--- src/rtl/vga_pkg.sv ---
// Shared VGA colour definitions: word width, RGB field offsets, default palette and blink phases.
package vga_pkg;

  localparam int unsigned COLOR_W = 12;
  localparam int unsigned R_LSB   = 8;
  localparam int unsigned G_LSB   = 4;
  localparam int unsigned B_LSB   = 0;

  localparam logic [11:0] COLOR_BLACK  = 12'h000;
  localparam logic [11:0] COLOR_CREAM  = 12'hFF7;
  localparam logic [11:0] COLOR_ORANGE = 12'hD50;
  localparam logic [11:0] COLOR_WHITE  = 12'hFFF;

  typedef enum logic {
    PhaseOn  = 1'b0,
    PhaseOff = 1'b1
  } blink_phase_e;

  // Power-up palette: the legacy fixed 4-entry colour table, black beyond it.
  function automatic logic [11:0] default_color(input int unsigned idx);
    unique case (idx)
      0:       default_color = COLOR_BLACK;
      1:       default_color = COLOR_CREAM;
      2:       default_color = COLOR_ORANGE;
      3:       default_color = COLOR_WHITE;
      default: default_color = COLOR_BLACK;
    endcase
  endfunction

endpackage

--- src/rtl/blink_timer.sv ---
// Counts frame_tick pulses and toggles the blink phase every BLINK_FRAMES ticks.
module blink_timer #(
  parameter int unsigned BLINK_FRAMES = 30
) (
  input  logic                  clk,
  input  logic                  reset,
  input  logic                  frame_tick,
  output vga_pkg::blink_phase_e blink_phase
);
  import vga_pkg::*;

  localparam int unsigned CntW = (BLINK_FRAMES > 1) ? $clog2(BLINK_FRAMES) : 1;

  logic [CntW-1:0] cnt_q;
  blink_phase_e    phase_q;

  always_ff @(posedge clk) begin
    if (reset) begin
      cnt_q   <= '0;
      phase_q <= PhaseOn;
    end else if (frame_tick) begin
      if (cnt_q == CntW'(BLINK_FRAMES - 1)) begin
        cnt_q   <= '0;
        phase_q <= (phase_q == PhaseOn) ? PhaseOff : PhaseOn;
      end else begin
        cnt_q <= cnt_q + 1'b1;
      end
    end
  end

  assign blink_phase = phase_q;

endmodule

--- src/rtl/palette_lut_rgb.sv ---
// Registered, writable colour palette mapping a display code to packed RGB, with blink and
// blanking; one cycle of latency, a new code every cycle.
module palette_lut_rgb #(
  parameter int unsigned          CODE_W       = 3,
  parameter int unsigned          NUM_ENTRIES  = 8,
  parameter int unsigned          COLOR_W      = vga_pkg::COLOR_W,
  parameter int unsigned          BLINK_FRAMES = 30,
  parameter logic [COLOR_W-1:0]   BLINK_COLOR  = COLOR_W'(vga_pkg::COLOR_BLACK)
) (
  input  logic               clk,
  input  logic               reset,
  input  logic               video_on,
  input  logic [CODE_W-1:0]  code_in,
  input  logic               frame_tick,
  input  logic               wr_en,
  input  logic [CODE_W-1:0]  wr_addr,
  input  logic [COLOR_W-1:0] wr_data,
  input  logic               wr_blink,
  output logic [COLOR_W-1:0] color_out,
  output logic               color_valid
);
  import vga_pkg::*;

  logic [COLOR_W-1:0]     pal_q [NUM_ENTRIES];
  logic [NUM_ENTRIES-1:0] blink_q;
  logic [COLOR_W-1:0]     color_q, color_d;
  logic                   valid_q;
  blink_phase_e           blink_phase;

  logic                   wr_in_range, code_in_range, bypass;
  logic [CODE_W-1:0]      rd_idx;
  logic [COLOR_W-1:0]     entry_color;
  logic                   entry_blink;

  blink_timer #(
    .BLINK_FRAMES(BLINK_FRAMES)
  ) u_blink_timer (
    .clk        (clk),
    .reset      (reset),
    .frame_tick (frame_tick),
    .blink_phase(blink_phase)
  );

  assign wr_in_range   = 32'(wr_addr) < NUM_ENTRIES;
  assign code_in_range = 32'(code_in) < NUM_ENTRIES;
  assign bypass        = wr_en && wr_in_range && (wr_addr == code_in);
  assign rd_idx        = code_in_range ? code_in : '0;

  always_ff @(posedge clk) begin
    if (reset) begin
      for (int i = 0; i < NUM_ENTRIES; i++) begin
        pal_q[i] <= COLOR_W'(default_color(i));
      end
      blink_q <= '0;
    end else if (wr_en && wr_in_range) begin
      pal_q[wr_addr]   <= wr_data;
      blink_q[wr_addr] <= wr_blink;
    end
  end

  // Write-first: a same-cycle write to the code being looked up wins over stored contents.
  always_comb begin
    entry_color = pal_q[rd_idx];
    entry_blink = blink_q[rd_idx];
    if (bypass) begin
      entry_color = wr_data;
      entry_blink = wr_blink;
    end
    color_d = '0;
    if (video_on && code_in_range) begin
      if (entry_blink && (blink_phase == PhaseOff)) begin
        color_d = BLINK_COLOR;
      end else begin
        color_d = entry_color;
      end
    end
  end

  always_ff @(posedge clk) begin
    if (reset) begin
      color_q <= '0;
      valid_q <= 1'b0;
    end else begin
      color_q <= color_d;
      valid_q <= video_on;
    end
  end

  assign color_out   = color_q;
  assign color_valid = valid_q;

endmodule

--- config.mk ---
export PLATFORM = sky130hd
export DESIGN_NAME = palette_lut_rgb
export DESIGN_NICKNAME = d
export VERILOG_FILES = /design/src/rtl/vga_pkg.sv /design/src/rtl/blink_timer.sv /design/src/rtl/palette_lut_rgb.sv
export SDC_FILE = /design/constraint.sdc
export NUM_CORES = 1
export LEC_CHECK = 0
export ABC_CLOCK_PERIOD_IN_PS = 3240
export CORE_MARGIN = 2
export CORE_UTILIZATION = 48
export CTS_CLUSTER_DIAMETER = 50
export CTS_CLUSTER_SIZE = 25
export DETAILED_ROUTE_END_ITERATION = 10
export PLACE_DENSITY = 0.74
export SETUP_SLACK_MARGIN = 0.5
export SLEW_MARGIN = 20
export SYNTH_ARGS = -nofsm -noshare
export SYNTH_HDL_FRONTEND = slang
export SYNTH_SLANG_ARGS = --single-unit
export TNS_END_PERCENT = 10
--- constraint.sdc ---
create_clock -name clk -period 3.24 [get_ports clk]
set_input_delay 0.486 -clock clk [delete_from_list [all_inputs] [get_ports clk]]
set_output_delay 0.486 -clock clk [all_outputs]
set_load 0.005 [all_outputs]
==> summary.md <==
| Metric | Value |
|---|---|
| Comb pwr share | `8.6%` |
| Placed cells | `562` |
| Clock transition at path regs | `0.06 ns` |
| Initial core utilization | `48.9%` |
| Sequential Power Share | `43.7%` |
| H-tree levels | `4` |
| Switch Pwr | `922 µW` |
| Required @ worst endpoint | `3.53 ns` |
| Max Freq | `440 MHz` |
| Cell Area, Synth | `5560 µm²` |
| Largest cells by area after synthesis | `edfxtp_1 52%, dfxtp_1 9.7%, mux4_2 9.7%, and2_1 6.9%, a221oi_2 2.7%` |
| Critical path launch point type | `input pin` |
| Overflow left after global routing | `0` |
| Die area | `12500 µm²` |
| Post-CTS Hold Fix Bufs | `0` |
| Initial antenna violation count | `0` |
| Bufs on Longest Clock Path | `2` |
| Clock latency on the worst-skew pair | `0.42 ns` |
| Status | `complete, no violations` |
| Clock Sinks | `123` |
| Synth Register Bits | `123` |
| Area grow syn2layout | `21.8%` |
| Final #Nets | `464` |
| Post-synthesis cell type count | `38` |
| Maximum number of pins on one net before global-route repair | `20` |
| Number of flops mapped to enable cells by yosys | `96` |
| Final Hold Violating Endpoints | `0` |
| First drt pass iteration count | `4` |
| CP peak stage delay | `0.56 ns` |
| Slowest-stage cell, CP | `clkdlybuf4s50_1` |
| Die outline width | `112 µm` |
| Inserted Clock Buffers | `17` |
| CTS tree | `yes` |
| CP Capture Type | `register` |
| Die Y | `112 µm` |
| WP data arrival | `2.56 ns` |
| Period Utilization, post-route | `70.1%` |
| Pwr per Cell Area | `621 nW/µm²` |
| Drt wl/cell | `22.4 µm` |
| First-pass GRT wire length | `20600 µm` |
| LEAKAGE | `0.00238 µW` |
| Setup TNS | `0 ns` |
| Global placement routability congestion | `0.822` |
| Post-synth ARST share | `0%` |
| Most frequent cell after synthesis | `edfxtp_1` |
| Worst-Margin Slew | `0.703 ns` |
| CP Max Fanout | `16` |
| Max transition margin | `53.0%` |
| Vias in the first global route | `3719` |
| Worst-path cell chain | `clkdlybuf4s50_1 -> nor2b_1 -> nand2b_1 -> nor3_1 -> buf_4 -> and2_1` |
| CP Class | `in -> reg` |
| Io pins | `37` |
| # DRC | `0` |
| Syn avg cell area | `14.3 µm²` |
| Clock power frac | `47.7%` |
| Top cell type's share of synthesized area | `51.8%` |
| Post-CTS setup buffers | `0` |
| Primary FF master, synth | `edfxtp_1` |
| Worst Clk Skew | `0.00866 ns` |
| Ant diodes | `0` |
| VDD IR max | `0.000381 V` |
| Resized cells post-CTS | `0` |
| Yosys warning count | `0` |
| Final setup viols | `0` |
| Post-DRT Antenna Nets | `0` |
| Port Buf Inserts | `36` |
| Worst hold path class | `reg -> reg` |
| # rows | `39` |
| Largest area contributor in the netlist | `edfxtp_1` |
| Final WL | `13300 µm` |
| DR vias/cell | `5.87` |
| Non-Filler Instances | `594` |
| P_int | `3290 µW` |
| GRT Total Usage | `22.6%` |
| Post-layout minimum cycle time | `2.27 ns` |
| DR iter-0 viols | `220` |
| Switching part of the total | `21.9%` |
| Syn_nets | `415` |
| Core area | `11400 µm²` |
| Post-synthesis cell count | `389` |
| Max-slew violations | `0` |
| Sequential area share after synthesis | `61.6%` |
| Fillers | `856` |
| HPWL Detailed | `8260 µm` |
| Share of cells above drive strength 1 | `23.7%` |
| CTS root buf | `clkbuf_16` |
| Via total after detailed routing | `3489` |
| RSZ-0062 raised after global routing | `no` |
| Top cells by count, synth | `96 x edfxtp_1, 61 x and2_1, 27 x dfxtp_1, 24 x mux4_2, 20 x clkbuf_1` |
| # Max-Cap Violations | `0` |
stage by stage:
step / util, % / cell area, µm² / hold WS, ns / power [µW] / setup slack (ns)
5_1_grt: 59.6 / 6770 / 0.485 / 4330 / 0.852
3_5_place_dp: 54.0 / 6140 / 0.452 / 2230 / 0.562
6_report: 59.6 / 6770 / 0.460 / 4210 / 0.968
4_1_cts: 59.6 / 6770 / 0.460 / 4230 / 0.995
2_1_floorplan: - / 5560 / 0.431 / 2060 / 1.12
3_3_place_gp: 54.0 / 6140 / 0.444 / 2210 / 0.604
worst paths after layout:
path	start	endpoint	slack, ns	depth (start not counted)
max reg2reg	blink_q[7]	color_out[10]	1.34	4
min reg2reg	blink_q[7]	blink_q[7]	0.46	2
min	blink_q[7]	blink_q[7]	0.46	2
max	wr_en	pal_q[0][11]	0.97	6
per-layer routing:
| layer | part of all wire (%) | track usage (%) |
|---|---|---|
| met3 | 7.3 | 5.72 |
| met1 | 37 | 27.1 |
| met4 | 1.8 | 9.30 |
| met5 | 0 | 0 |
| met2 | 54 | 39.2 |
worst max-delay path: cells and delay by family:
family | cells | cell delay, ns
simple gates | 4 | 1.30
buf+inv | 2 | 0.78
power by group through the flow:
stage	Sequential (µW)	Combinational, µW	Clock [µW]
2_1_floorplan	1860	205	0
5_1_grt	1850	383	2100
3_5_place_dp	1870	358	0
3_3_place_gp	1860	347	0
4_1_cts	1840	361	2030
6_report	1840	361	2010
state kept, by name, summed over array words and instances (netlist names):
register,count
u_blink_timer.blink_phase,1
pal_q,96
color_out,12
color_valid,1
u_blink_timer.cnt_q,5
blink_q,8
cell type report:
class | count | area (µm²) | area share (%)
clock buffers | 18 | 439 | 6.48
clock inverters | 14 | 193 | 2.85
inverters | 14 | 52.6 | 0.776
multi-input cells | 223 | 1960 | 28.9
flip-flops and latches | 123 | 3420 | 50.5
well taps | 143 | 179 | 2.64
repair buffers | 59 | 528 | 7.80
placed cells by master, fill, tap and decap left out, drive strengths merged:
| cell type | n |
|---|---|
| a211oi | 1 |
| o22ai | 1 |
| clkbuf | 18 |
| bufinv | 4 |
| or4 | 1 |
| xor2 | 4 |
| nor4 | 1 |
| mux4 | 25 |
| or3 | 18 |
| a221oi | 12 |
| a22o | 1 |
| nand3 | 1 |
| a21oi | 1 |
| a31o | 4 |
| ha | 2 |
| nand2b | 5 |
| edfxtp | 96 |
| and3 | 1 |
| xnor2 | 4 |
| or2 | 12 |
| o21bai | 3 |
| buf | 24 |
| and4 | 1 |
| clkinvlp | 2 |
| inv | 16 |
| and2 | 61 |
| nor2 | 14 |
| nor3 | 19 |
| dfxtp | 27 |
| a31oi | 1 |
| clkdlybuf4s50 | 35 |
| nand2 | 5 |
| o2bb2ai | 1 |
| mux2i | 14 |
| clkinv | 6 |
| nor2b | 1 |
| o32ai | 6 |
| nand4 | 3 |
cell families after synthesis:
| logic type | share of synthesized area, % |
|---|---|
| AO/OA/AOI/OAI | 5.76 |
| XOR/XNOR | 1.26 |
| adder cells (fa/ha/maj) | 0.450 |
| buffers and inverters | 3.33 |
| flip-flops | 61.6 |
| multiplexers | 12.7 |
| AND/OR/NAND/NOR | 14.9 |
Power figures use the tool's default switching activity.
